===== src/rtl/muldiv_pkg.sv =====
// Shared types and decode helpers for the RV32M multiply path.
// Consumed by mul_ctrl and its bus interface.
package muldiv_pkg;

    typedef enum logic [1:0] {
        MUL    = 2'd0,
        MULH   = 2'd1,
        MULHSU = 2'd2,
        MULHU  = 2'd3
    } mul_op_e;

    typedef enum logic [1:0] {
        IDLE = 2'd0,
        BUSY = 2'd1,
        DONE = 2'd2
    } mul_state_e;

    localparam int XLEN = 32;

    // Returns {sign0, sign1}; sign1 marks operand m as signed, sign0 marks r.
    function automatic logic [1:0] mul_sign_f(input mul_op_e op);
        logic [1:0] s;
        s = 2'b00;
        case (op)
            MULH:    s = 2'b11;
            MULHSU:  s = 2'b01;
            default: s = 2'b00;
        endcase
        return s;
    endfunction

    function automatic logic mul_hi_f(input mul_op_e op);
        return (op != MUL);
    endfunction

endpackage


===== src/rtl/mul_ctrl_if.sv =====
// Execute-side, multiplier-side and writeback-side signals of the multiply controller.
// master = controller view, slave = surrounding pipeline/multiplier view.
interface mul_ctrl_if;
    import muldiv_pkg::*;

    logic        in_valid;
    logic        in_ready;
    mul_op_e     in_op;
    logic [31:0] in_rs1;
    logic [31:0] in_rs2;
    logic [4:0]  in_rd;
    logic        flush;

    logic        mul_go;
    logic        mul_sign0;
    logic        mul_sign1;
    logic [31:0] mul_m;
    logic [31:0] mul_r;
    logic        mul_done;
    logic [63:0] mul_result;

    logic        out_valid;
    logic        out_ready;
    logic [31:0] out_data;
    logic [4:0]  out_rd;

    modport master (
        input  in_valid, in_op, in_rs1, in_rs2, in_rd, flush,
        input  mul_done, mul_result, out_ready,
        output in_ready, mul_go, mul_sign0, mul_sign1, mul_m, mul_r,
        output out_valid, out_data, out_rd
    );

    modport slave (
        output in_valid, in_op, in_rs1, in_rs2, in_rd, flush,
        output mul_done, mul_result, out_ready,
        input  in_ready, mul_go, mul_sign0, mul_sign1, mul_m, mul_r,
        input  out_valid, out_data, out_rd
    );

endinterface


===== src/rtl/mul_ctrl.sv =====
// Issue/writeback controller between execute and a LATENCY-deep 64-bit multiplier.
// Optional MUL_ZERO_BYPASS_EN: ops with a zero operand skip the multiplier entirely.
module mul_ctrl
    import muldiv_pkg::*;
#(
    parameter int LATENCY = 4
) (
    input logic        clk,
    input logic        reset,
    mul_ctrl_if.master bus
);

    mul_state_e  state_q, state_d;
    mul_op_e     op_q, op_d;
    logic [4:0]  rd_q, rd_d;
    logic [31:0] m_q, m_d;
    logic [31:0] r_q, r_d;
    logic [31:0] data_q, data_d;
    logic [1:0]  sign_q, sign_d;
    logic        kill_q, kill_d;
    logic        accept;
    logic        zero_op;

    always_comb begin
        bus.in_ready = ~reset & ~bus.flush &
                       ((state_q == IDLE) | ((state_q == DONE) & bus.out_ready));
    end

    assign accept = bus.in_valid & bus.in_ready;

`ifdef MUL_ZERO_BYPASS_EN
    assign zero_op = (bus.in_rs1 == '0) | (bus.in_rs2 == '0);
`else
    assign zero_op = 1'b0;
`endif

    always_comb begin
        state_d = state_q;
        op_d    = op_q;
        rd_d    = rd_q;
        m_d     = m_q;
        r_d     = r_q;
        sign_d  = sign_q;
        data_d  = data_q;
        kill_d  = kill_q;

        case (state_q)
            IDLE: ;
            BUSY: begin
                // go stays high after a flush so the multiplier still wraps to idle.
                if (bus.flush) kill_d = 1'b1;
                if (bus.mul_done) begin
                    kill_d = 1'b0;
                    if (kill_q | bus.flush) begin
                        state_d = IDLE;
                    end else begin
                        state_d = DONE;
                        data_d  = mul_hi_f(op_q) ? bus.mul_result[63:32]
                                                 : bus.mul_result[31:0];
                    end
                end
            end
            DONE: begin
                if (bus.flush | bus.out_ready) state_d = IDLE;
            end
            default: state_d = IDLE;
        endcase

        // Accept overrides the DONE exit so back-to-back ops go straight to BUSY.
        if (accept) begin
            op_d   = bus.in_op;
            rd_d   = bus.in_rd;
            m_d    = bus.in_rs1;
            r_d    = bus.in_rs2;
            sign_d = mul_sign_f(bus.in_op);
            if (zero_op) begin
                state_d = DONE;
                data_d  = '0;
            end else begin
                state_d = BUSY;
            end
        end
    end

    always_ff @(posedge clk) begin
        if (reset) begin
            state_q <= IDLE;
            op_q    <= MUL;
            rd_q    <= '0;
            m_q     <= '0;
            r_q     <= '0;
            sign_q  <= '0;
            data_q  <= '0;
            kill_q  <= 1'b0;
        end else begin
            state_q <= state_d;
            op_q    <= op_d;
            rd_q    <= rd_d;
            m_q     <= m_d;
            r_q     <= r_d;
            sign_q  <= sign_d;
            data_q  <= data_d;
            kill_q  <= kill_d;
        end
    end

    assign bus.mul_go    = (state_q == BUSY);
    assign bus.mul_m     = m_q;
    assign bus.mul_r     = r_q;
    assign bus.mul_sign0 = sign_q[1];
    assign bus.mul_sign1 = sign_q[0];
    assign bus.out_valid = (state_q == DONE);
    assign bus.out_data  = data_q;
    assign bus.out_rd    = rd_q;

`ifndef SYNTHESIS
    int busy_cnt;

    always_ff @(posedge clk) begin
        if (reset || state_q != BUSY) busy_cnt <= 0;
        else                          busy_cnt <= busy_cnt + 1;
    end

    always_ff @(posedge clk) begin
        if (!reset) begin
            assert (!(bus.mul_done && state_q != BUSY))
                else $error("mul_ctrl: mul_done outside BUSY");
            assert (!(state_q == BUSY && busy_cnt > LATENCY))
                else $error("mul_ctrl: BUSY exceeded LATENCY+1 cycles");
        end
    end
`endif

endmodule


===== src/flat_wrapper.sv =====
// flat-port wrapper written by rule: the top's interface ports become plain ports
module mul_ctrl_flat import muldiv_pkg::*;
#(
    parameter int LATENCY = 4
)
  (clk, reset, bus_in_valid, bus_in_op, bus_in_rs1, bus_in_rs2, bus_in_rd, bus_flush, bus_mul_done, bus_mul_result, bus_out_ready, bus_in_ready, bus_mul_go, bus_mul_sign0, bus_mul_sign1, bus_mul_m, bus_mul_r, bus_out_valid, bus_out_data, bus_out_rd);
  mul_ctrl_if bus_i ();
  input logic clk;
  input logic reset;
  input wire logic [$bits(bus_i.in_valid)-1:0] bus_in_valid;
  input wire logic [$bits(bus_i.in_op)-1:0] bus_in_op;
  input wire logic [$bits(bus_i.in_rs1)-1:0] bus_in_rs1;
  input wire logic [$bits(bus_i.in_rs2)-1:0] bus_in_rs2;
  input wire logic [$bits(bus_i.in_rd)-1:0] bus_in_rd;
  input wire logic [$bits(bus_i.flush)-1:0] bus_flush;
  input wire logic [$bits(bus_i.mul_done)-1:0] bus_mul_done;
  input wire logic [$bits(bus_i.mul_result)-1:0] bus_mul_result;
  input wire logic [$bits(bus_i.out_ready)-1:0] bus_out_ready;
  output wire logic [$bits(bus_i.in_ready)-1:0] bus_in_ready;
  output wire logic [$bits(bus_i.mul_go)-1:0] bus_mul_go;
  output wire logic [$bits(bus_i.mul_sign0)-1:0] bus_mul_sign0;
  output wire logic [$bits(bus_i.mul_sign1)-1:0] bus_mul_sign1;
  output wire logic [$bits(bus_i.mul_m)-1:0] bus_mul_m;
  output wire logic [$bits(bus_i.mul_r)-1:0] bus_mul_r;
  output wire logic [$bits(bus_i.out_valid)-1:0] bus_out_valid;
  output wire logic [$bits(bus_i.out_data)-1:0] bus_out_data;
  output wire logic [$bits(bus_i.out_rd)-1:0] bus_out_rd;
  assign bus_i.in_valid = bus_in_valid;
  assign bus_i.in_op = bus_in_op;
  assign bus_i.in_rs1 = bus_in_rs1;
  assign bus_i.in_rs2 = bus_in_rs2;
  assign bus_i.in_rd = bus_in_rd;
  assign bus_i.flush = bus_flush;
  assign bus_i.mul_done = bus_mul_done;
  assign bus_i.mul_result = bus_mul_result;
  assign bus_i.out_ready = bus_out_ready;
  assign bus_in_ready = bus_i.in_ready;
  assign bus_mul_go = bus_i.mul_go;
  assign bus_mul_sign0 = bus_i.mul_sign0;
  assign bus_mul_sign1 = bus_i.mul_sign1;
  assign bus_mul_m = bus_i.mul_m;
  assign bus_mul_r = bus_i.mul_r;
  assign bus_out_valid = bus_i.out_valid;
  assign bus_out_data = bus_i.out_data;
  assign bus_out_rd = bus_i.out_rd;
  mul_ctrl #(.LATENCY(LATENCY)) u_core (.clk(clk), .reset(reset), .bus(bus_i));
endmodule

===== config.mk =====
export PLATFORM = sky130hd
export DESIGN_NAME = mul_ctrl_flat
export DESIGN_NICKNAME = d
export VERILOG_FILES = /design/src/rtl/muldiv_pkg.sv /design/src/rtl/mul_ctrl_if.sv /design/src/rtl/mul_ctrl.sv /design/src/flat_wrapper.sv
export SDC_FILE = /design/constraint.sdc
export NUM_CORES = 1
export LEC_CHECK = 0
export CAP_MARGIN = 25
export CORE_MARGIN = 3
export CORE_UTILIZATION = 36
export DETAILED_ROUTE_END_ITERATION = 7
export HOLD_SLACK_MARGIN = 0.05
export PLACE_DENSITY = 0.85
export SYNTH_ARGS = -nofsm -noshare
export SYNTH_HDL_FRONTEND = slang
export SYNTH_SLANG_ARGS = --single-unit

===== constraint.sdc =====
create_clock -name clk -period 1.3 [get_ports clk]
set_input_delay 0.26 -clock clk [delete_from_list [all_inputs] [get_ports clk]]
set_output_delay 0.26 -clock clk [all_outputs]
set_load 0.005 [all_outputs]

==> flow_summary.ini <==
[die]
pin_count = 247
coreArea_um2 = 12800
die_h_um = 121
start_util = 0.373
fp.dieW_um = 121
dieArea_um2 = 14700
rows = 41

[power_and_ir_drop]
p_leak_nw = 4.00
powerDensity_nw_per_um2 = 965
peakVddDrop_mv = 0.573

[timing]
fin_tns_setup_ps = -17410
fmax_mhz = 664
clock_skew_ps = 6.86
worst_slack_ps = -206
setup-violations-final = 107
report.final.hold_viol_count = 0
tightest_slew_ps = 519
relSlewSlack = 0.654
layout_min_cycle_time_ps = 1510
fin_crit_sh = 1.16
rsz0062_at_grt = true
drv_slew = 0

[clock_network]
clk_latency_ps = 350
clockBufferDepth = 2
cts_root_buffer = clkbuf_16
htreeDepth = 3
cts_hold_buf = 0
cts_tree = done
cts_made_buffers = 9
clkSlewWorstSetupHoldPaths_ps = 70
clkSinkCount = 108

[yosys]
synth_area_leader_cell = dfxtp_1
synth.most_common_cell = dfxtp_1
synth-edff-count = 0
netlist_area_um2 = 4770
yosys_warnings = 0
avgSynthCellArea_um2 = 11.8
ys_types = 27
yosysSeqAreaShare = 0.454
async_reset_ff_frac = 0
synth_cells = 405
ys_ff_latch = 108
synth_commonest_cells = dfxtp_1, nor2b_1, mux2_4, a21oi_1, mux2i_1
synth.net_count = 547
synth_ff_type = dfxtp_1
yosys-top-cells-area = dfxtp_1, mux2_4, nor2b_1
synth_top_area_share = 0.454

[global_route]
gr-total-overflow = 0
grt_pass1_vias = 4300
grt_pass1_wl_um = 22500
grt_max_degree = 108
antenna_found_initial = 0
grt.total_usage = 0.196

[drt]
antenna_left = 0
vias_per_cell = 4.91
drt_iter0_drc = 190
drc = 0
drt-total-wl_um = 15600
wire_per_inst_um = 18.6
first_pass_iters = 4
via_count = 4139

[critical_path]
cp.required_ps = 1550
reg2reg_depth = 5
startpoint = u_core.state_q[1]
critical_path.max_fanout = 13
criticalPathCategory = reg -> reg
critPathCaptureType = flop
start_kind = flop
r2r-start = u_core.state_q[1]
cp.arrival_ps = 1760

[min_path]
min-delay-start = reset
min_path_cells = 4
hold_path_class = in -> reg

[final_layout]
n_antenna_cell = 0
fin_area_um2 = 8390
fillers = 973
synthToLayoutAreaGrowth_pct = 76.0
final_nets = 808
fin_util = 0.657
drive_gt1_frac = 0.264

[placement]
gp_congestion = 0.795
post-dp-hpwl_um = 9980
place_area_um2 = 7470
numPortBuffers = 246

[job]
max-cap-violations = 0

[status]
violations = negative setup slack
status = complete, but fails checks
[cells by family after synthesis]
logic type / synth area share
multiplexers: 0.282
buffers and inverters: 0.0488
flip-flops: 0.454
AO/OA/AOI/OAI: 0.0997
adder cells (fa/ha/maj): 0.00262
AND/OR/NAND/NOR: 0.113
[where the power goes]
part	switching [mW]	internal [mW]
Combinational	0.579	1.03
Clock	1.20	1.74
Sequential	0.0770	3.47
[placed cells by master (no fill, tap or decap), drive strengths merged]
cell type      count
clkdlybuf4s50    137
dfxtp            108
dlygate4sd2      105
nor2b             75
mux2              71
buf               40
mux2i             33
a21oi             33
a311oi            32
clkbuf            16
inv                3
nor2               3
nand2              2
bufinv             2
nor4               1
nand4bb            1
nand2b             1
and4bb             1
o21a               1
a211oi             1
and2               1
a221oi             1
ha                 1
clkinvlp           1
clkinv             1
[sequential cells by signal (all words and copies together) (netlist names)]
name and flops:
u_core.sign_q 2, u_core.bus.out_rd 5, u_core.op_q 2, u_core.bus.out_data 32
u_core.kill_q 1, u_core.bus.mul_m 32, u_core.bus.mul_r 32, u_core.state_q 2
[timing repair]
item | CTS | global route
cloned | 8 | 4
endpoints found under the hold margin | 0 | 0
setup buffers | 7 | 4
setup endpoints to repair | 211 | 108
pin swaps | 5 | 28
resized for setup | 164 | 31
[critical path: stages, from the launching register on]
cell and delay [ps]:
dfxtp_2 330, buf_6 110, and4bb_4 420, clkbuf_16 210, a21oi_1 80, a311oi_1 270
[per-stage QoR]
| step | power (mW) | hold slack (ps) | worst slack, ps | std cells |
|---|---|---|---|---|
| detailed placement | 5.10 | 478 | -639 | 805 |
| CTS | 8.07 | 338 | -194 | 835 |
| global placement | 5.06 | 465 | -658 | 805 |
| floorplan | 4.23 | 357 | -38.4 | 405 |
| global route | 8.41 | 351 | -277 | 843 |
| finish | 8.10 | 350 | -206 | 843 |
[worst paths after layout]
check                            endpoint  slack, ps
setup / recovery  u_core.bus.out_data[18]       -210
hold / removal          u_core.state_q[1]        350
setup reg to reg  u_core.bus.out_data[18]       -210
hold reg to reg          u_core.sign_q[0]        480
[per-layer routing]
layer	vias up	wire length, um	track usage
met5	-	0	0
met4	0	467	0.0907
met3	34	1120	0.0494
met2	174	7760	0.330
met1	1963	6300	0.234
li1	1968	-	-
[cell type report]
cell class                      count  area (um2)  share of cell area
Multi-Input combinational cell    258        2640               0.315
Clock inverter                      4        72.6             0.00865
Clock buffer                       12         246              0.0294
Inverter                            3        11.3             0.00134
Tap cell                          172         215              0.0256
Timing Repair Buffer              286        3030               0.361
Sequential cell                   108        2170               0.259
Power figures use the tool's default switching activity.
